**src/rtl/tx_crc_backoff.sv**
```systemverilog
`default_nettype none
// +--------------------------------------------------------------------------+
// | Module   : tx_crc_backoff                                                |
// | Purpose  : MAC transmit helper: byte-wide CRC-32 generator (MSB-first    |
// |            register, LSB-first data bits) and a truncated binary         |
// |            exponential backoff timer driven by a free-running LFSR.      |
// | Config   : BACKOFF_FAST_SIM_EN - when defined the backoff slot is one    |
// |            clock instead of SLOT_TIME clocks. CRC engine is unaffected.  |
// | Revision : 1.0 - initial release                                         |
// +--------------------------------------------------------------------------+
module tx_crc_backoff #(
  parameter POLYNOMIAL = 32'h04C11DB7,
  parameter int DATA_WIDTH = 8,
  parameter int CRC_WIDTH = 32,
  parameter SEED = 32'hFFFFFFFF,
  parameter int SLOT_TIME = 64
) (
  input  logic                  reset,
  input  logic                  clock,
  input  logic                  crc_init,
  input  logic [DATA_WIDTH-1:0] crc_data,
  input  logic                  crc_data_enable,
  output logic [CRC_WIDTH-1:0]  crc_out,
  input  logic                  random_init,
  input  logic [3:0]            retry_count,
  output logic                  random_trigger
);

  localparam logic [CRC_WIDTH-1:0] c_poly = POLYNOMIAL[CRC_WIDTH-1:0];
  localparam logic [CRC_WIDTH-1:0] c_seed = SEED[CRC_WIDTH-1:0];
  localparam logic [15:0]          c_lfsr_seed = 16'hACE1;
`ifdef BACKOFF_FAST_SIM_EN
  localparam logic [15:0]          c_slot = 16'd1;
`else
  localparam logic [15:0]          c_slot = 16'(SLOT_TIME);
`endif

  logic [CRC_WIDTH-1:0] crc_q, crc_d;
  logic                 crc_fb;
  logic [15:0]          lfsr_q, lfsr_d;
  logic [15:0]          count_q, count_d;
  logic                 busy_q, busy_d;
  logic                 trigger_q, trigger_d;
  logic [4:0]           retry_p1;
  logic [4:0]           backoff_k;
  logic [9:0]           backoff_mask;
  logic [9:0]           backoff_r;
  logic [15:0]          backoff_load;

  assign crc_out        = crc_q;
  assign random_trigger = trigger_q;

  // CRC next state: init wins, otherwise fold all data bits LSB first in one cycle
  always_comb begin
    crc_d  = crc_q;
    crc_fb = 1'b0;
    if (crc_init) begin
      crc_d = c_seed;
    end else if (crc_data_enable) begin
      for (int i = 0; i < DATA_WIDTH; i++) begin
        crc_fb = crc_d[CRC_WIDTH-1] ^ crc_data[i];
        crc_d  = {crc_d[CRC_WIDTH-2:0], 1'b0} ^ (crc_fb ? c_poly : '0);
      end
    end
  end

  // Backoff window: k = min(retry+1, 10) low LFSR bits, scaled by the slot length
  always_comb begin
    retry_p1  = {1'b0, retry_count} + 5'd1;
    backoff_k = (retry_p1 > 5'd10) ? 5'd10 : retry_p1;
    for (int i = 0; i < 10; i++) begin
      backoff_mask[i] = (5'(i) < backoff_k);
    end
    backoff_r    = lfsr_q[9:0] & backoff_mask;
    backoff_load = {6'd0, backoff_r} * c_slot;
  end

  // Backoff next state: free-running LFSR, restartable countdown, one-cycle trigger
  always_comb begin
    lfsr_d    = {lfsr_q[14:0], lfsr_q[15] ^ lfsr_q[13] ^ lfsr_q[12] ^ lfsr_q[10]};
    count_d   = count_q;
    busy_d    = busy_q;
    trigger_d = 1'b0;
    if (random_init) begin
      count_d = backoff_load;
      busy_d  = 1'b1;
    end else if (busy_q) begin
      if (count_q == 16'd0) begin
        trigger_d = 1'b1;
        busy_d    = 1'b0;
      end else begin
        count_d = count_q - 16'd1;
      end
    end
  end

  // State registers; reset aborts any backoff in progress
  always_ff @(posedge clock or posedge reset) begin
    if (reset) begin
      crc_q     <= c_seed;
      lfsr_q    <= c_lfsr_seed;
      count_q   <= 16'd0;
      busy_q    <= 1'b0;
      trigger_q <= 1'b0;
    end else begin
      crc_q     <= crc_d;
      lfsr_q    <= lfsr_d;
      count_q   <= count_d;
      busy_q    <= busy_d;
      trigger_q <= trigger_d;
    end
  end

endmodule
`default_nettype wire

```
**config.mk**
```make
export PLATFORM = sky130hd
export DESIGN_NAME = tx_crc_backoff
export DESIGN_NICKNAME = d
export VERILOG_FILES = /design/src/rtl/tx_crc_backoff.sv
export SDC_FILE = /design/constraint.sdc
export NUM_CORES = 1
export LEC_CHECK = 0
export ABC_CLOCK_PERIOD_IN_PS = 2350
export CELL_PAD_IN_SITES_DETAIL_PLACEMENT = 1
export CELL_PAD_IN_SITES_GLOBAL_PLACEMENT = 1
export CORE_ASPECT_RATIO = 1.4
export CORE_MARGIN = 5
export CORE_UTILIZATION = 43
export DETAILED_ROUTE_END_ITERATION = 10
export PLACE_DENSITY = 0.76
export SYNTH_ARGS = -nofsm -noshare
export SYNTH_HDL_FRONTEND = slang
export SYNTH_SLANG_ARGS = --single-unit
```
**constraint.sdc**
```tcl
create_clock -name clock -period 2.35 [get_ports clock]
set_input_delay 0.3525 -clock clock [delete_from_list [all_inputs] [get_ports clock]]
set_output_delay 0.3525 -clock clock [all_outputs]
set_load 0.005 [all_outputs]
```
* Yosys cells after proc, flatten, opt, wreduce, memory -nomap -nowiden
Index checks and enable logic that the tools add are counted.
** Cells by class
- $add $sub $neg :: 2
- Order comparisons :: 11
- Eq/ne operators :: 1
- Muxes and demuxes :: 20
- Bitwise operators :: 20
- Reductions and logical operators :: 4
** Operators by type and width (number)
- 32-bit by 27-bit XOR with 32-bit output :: 8
- 27-bit two-way mux :: 8
- 32-bit two-way mux :: 2
- 16-bit two-way mux :: 3
- 3-bit by 5-bit < comparator with 1-bit output (first input constant) :: 4
- 16-bit zero test :: 1
- 16-bit by 1-bit subtractor with 16-bit output (second input constant) :: 1
- 1-bit XOR :: 11
- 10-bit AND :: 1
- 1-bit by 5-bit < comparator with 1-bit output (first input constant) :: 2
- 2-bit by 5-bit < comparator with 1-bit output (first input constant) :: 2
- 4-bit by 5-bit < comparator with 1-bit output (first input constant) :: 2
- 1-bit two-way mux :: 6
- 4-bit by 1-bit adder with 5-bit output (second input constant) :: 1
- 5-bit by 4-bit > comparator with 1-bit output (second input constant) :: 1
- 5-bit two-way mux :: 1
- 2-bit nonzero test :: 2
- 2-bit != test (second input constant) :: 1
- 2-bit AND reduction :: 1
** Storage, ports and cells
- Flip-flop bits (word level) :: 66
- Input port bits :: 17
- Output and inout bits :: 33

* Longest topological paths before layout
- Depth after elaboration :: 26
- Depth in mapped cells :: 7
- Mapped depth without buffers :: 7

* Least setup slack after synthesis
No wires, ideal clock.
- Kind :: register -> register
- From :: register count_q[10]
- To :: register busy_q
- Setup time :: 0.127 ns
- Data arrival time :: 1.877 ns
- Data required time :: 2.223 ns
- Path slack :: 0.345 ns
- Stages on the path, launching flop included :: 7
- Path through :: dfrtp_1 -> or3_1 -> clkbuf_1 -> or3_1 -> clkbuf_1 -> o21a_1 -> or2_2
** Between the ends
- Word-level cells in the longest chain between the ends :: 4
** Ends and longest elaborated chain
- start: declaration :: RTL line 41 : logic [15:0] count_q, count_d;
- start signal: assignment :: RTL line 108 : count_q <= count_d;
- 16-bit zero test :: RTL line 88 : if (count_q == 16'd0) begin
- 1-bit two-way mux :: RTL line 88
- 1-bit two-way mux :: RTL line 87 : end else if (busy_q) begin
- 1-bit two-way mux :: RTL line 84 : if (random_init) begin
- named net busy_d :: RTL line 42 : logic busy_q, busy_d;
- end signal: assignment :: RTL line 109 : busy_q <= busy_d;
- end: declaration :: RTL line 42
The timed path passes the listed nets, and every way through them passes these cells.
A chain may end at the register's enable or synchronous reset.

* Worst setup path in the final report
- From :: register crc_q[26], in the netlist crc_out[26]
- To :: register crc_q[13], in the netlist crc_out[13]
** Between the ends
- Word-level cells in the longest chain between the ends :: 12
** Ends and longest elaborated chain
- start: declaration :: RTL line 38 : logic [CRC_WIDTH-1:0] crc_q, crc_d;
- start signal: assignment :: RTL line 100 : crc_q <= c_seed;
- start signal: assignment :: RTL line 106 : crc_q <= crc_d;
- 32-bit by 27-bit XOR with 32-bit output (5 in a row) :: RTL line 62 : crc_d = {crc_d[CRC_WIDTH-2:0], 1'b0} ^ (crc_fb ? c_poly : '0);
- 1-bit XOR :: RTL line 61 : crc_fb = crc_d[CRC_WIDTH-1] ^ crc_data[i];
- 27-bit two-way mux :: RTL line 62
- 32-bit by 27-bit XOR with 32-bit output (3 in a row) :: RTL line 62
- 32-bit two-way mux :: RTL line 59 : end else if (crc_data_enable) begin
- 32-bit two-way mux :: RTL line 57 : if (crc_init) begin
Every way passes these cells. The select of a mux whose other input is x is not followed.

==> out/metrics.cfg <==
[min_path]
hold_class=reg2reg

[place]
io_buffers=49
post-place-ws_ns=-0.0599
dp_hpwl_um=6900
routabilityCongestion=0.805

[route]
drc=0
wl_um=9630
wire_per_inst_um=18.2
viasPerCell=5.26
drtIter0Drc=85
ant_nets=0
first_pass_iters=4
vias=2790

[die]
die-area_sq_mm=0.0106
start_util_pct=43.5
io_pins=50
die_w_um=88.4
core_area_sq_mm=0.00851
row_count=40
fp.dieH_um=120

[critical_path]
required_ns=2.61
slowest_delay_ns=0.58
worst_ep_arrival_time_ns=2.37
r2r_slack_ns=0.24
crit_path_top_delay_cell=dfstp_2
start_kind=flip-flop
crit_path_cell_trace=xnor2_2, buf_4, xnor2_1, buf_4, xor2_1, xnor2_1, a211o_1
worstSetupPathType=reg2reg
crit_fanout=5
end_kind=flip-flop

[global_routing]
grt_pass1_wl_um=15900
grt_start_max_net_pins=67
grt.total_usage_pct=19.9
antenna_found_initial=0
grt_overflow=0
grt_pass1_vias=3075

[layout]
area.growth.synth_to_final_pct=28.6
n_antenna_cell=0
drive_gt1_share_pct=25.4
nets=440
final_common_cell=clkdlybuf4s50_1
final_cell_mix=48 x clkdlybuf4s50_1, 45 x xnor2_1, 40 x dfstp_2, 33 x nor2_1, 27 x xor2_1

[timing]
fin_ws_ns=0.239
timing.slew.headroom_pct=56.6
finalMaxSlewViolations=0
clock.fmax_mhz=474
fin_setup_tns_ns=0
final_hold_viol_count=0
period_needed_ns=2.11
clock_skew_ns=0.00764
finalSetupViolCount=0
tightest_slew_ns=0.647
whs_ns=0.346
rsz0062_at_grt=false
fin_crit_sh_pct=89.8

[logic_synthesis]
yosys.area.top_type=dfstp_2
syn-num-nets=368
synth_top_area_share_pct=28.4
yosys-top-cells-area=dfstp_2 28%, dfrtp_1 18%, xnor2_1 11%
syn_area_sq_mm=0.00370
synth_enable_flop_cells=0
syn_avg_cell_area_sq_um=10.6
synth_ff_type=dfstp_2
synthCells=348
synth_cell_types=40
synth-seq-cells=66
synthArstFlopShare_pct=100
synth_warnings=0
ys_seq_area_share_pct=46.0

[clocking]
post_cts_buffers=0
cts_htree_levels=3
clk_latency_ns=0.33
cts-resized-gates=0
cts_tree=done
cts.clk_slew.worst_paths_ns=0.06
cts_max_path_buffers=2
cts.sinks=66
hold_buffers=0
cts-root-buf=clkbuf_16
numCtsBuffers=9

[power]
powerDensity_mw_per_mm2=1750
p_leak_nw=1.95
vdd_ir_drop_max_mv=0.794

[status]
status=completed

[flow_run]
drv_cap=0

==> worst max-delay path, delay by kind of cell (launching register included) <==
family                    cells  cell delay (ns)
DFF                           1             0.58
buffers and inverters         2             0.37
AOI/OAI and AO/OA             1             0.32
xor gates and xnor gates      4             0.77
==> registers in the layout, indices dropped and copies added (netlist names) <==
register        count
lfsr_q             16
crc_out            32
random_trigger      1
count_q            16
busy_q              1
==> area by class of cell <==
cell class	count	area, sq um
Sequential cell	66	1700
Multi-Input combinational cell	256	1900
Clock buffer	13	250
Tap cell	105	131
Timing Repair Buffer	77	721
Inverter	10	37.5
Fill cell	951	3750
Clock inverter	3	15.0
==> worst paths after layout <==
check,depth (start not counted),endpoint,start
worst min register to register,0,lfsr_q[15],lfsr_q[14]
worst max-delay path,7,crc_out[13],crc_out[26]
worst max register to register,7,crc_out[13],crc_out[26]
min in group asynchronous,3,lfsr_q[14],reset
max in group asynchronous,3,lfsr_q[5],reset
worst min-delay path,0,lfsr_q[15],lfsr_q[14]
==> power by group <==
part | total [W] | leakage, nW | internal, W | switching (W)
registers | 0.00202 | 0.770 | 0.00164 | 0.000379
clock network | 0.00122 | 0.133 | 0.000738 | 0.000482
logic | 0.00506 | 1.05 | 0.00268 | 0.00239
total | 0.00830 | 1.95 | 0.00506 | 0.00325
==> stage by stage <==
step / power (W) / std cells / cell area (sq um) / utilization, %
after global placement: 0.00688 / 514 / 4490 / 52.8
after global routing: 0.00887 / 530 / 4760 / 55.9
final: 0.00830 / 530 / 4760 / 55.9
after CTS: 0.00841 / 530 / 4760 / 55.9
after detailed placement: 0.00710 / 514 / 4490 / 52.8
after floorplan: 0.00526 / 348 / 3700 / -
==> layer usage <==
metal	track usage, %	vias to the layer above	wire, um
met5	0	-	0
met4	7.47	0	219
met3	4.53	15	301
met2	37.1	46	5530
met1	20.9	1406	3580
li1	-	1323	-
==> synth_stat cells, types with 10 or more instances <==
library cell / instances
a211o_1: 17
a21oi_1: 22
clkbuf_1: 15
dfrtp_1: 26
dfstp_2: 40
inv_1: 10
nor2_1: 33
nor2b_1: 17
o21ai_0: 11
or2_2: 14
xnor2_1: 45
xor2_1: 27
==> kinds of logic (layout without fill, tap and decap cells) <==
| group | after synthesis | after routing | synth area share, % |
|---|---|---|---|
| xor+xnor | 84 | 84 | 23.7 |
| simple gates | 96 | 96 | 13.3 |
| mux | 3 | 3 | 0.812 |
| fa+ha+maj | 3 | 3 | 1.01 |
| compound gates | 70 | 70 | 12.6 |
| flops | 66 | 66 | 46.0 |
| buf+inv | 26 | 103 | 2.64 |
Note: power is estimated with default switching activity, not from simulation.
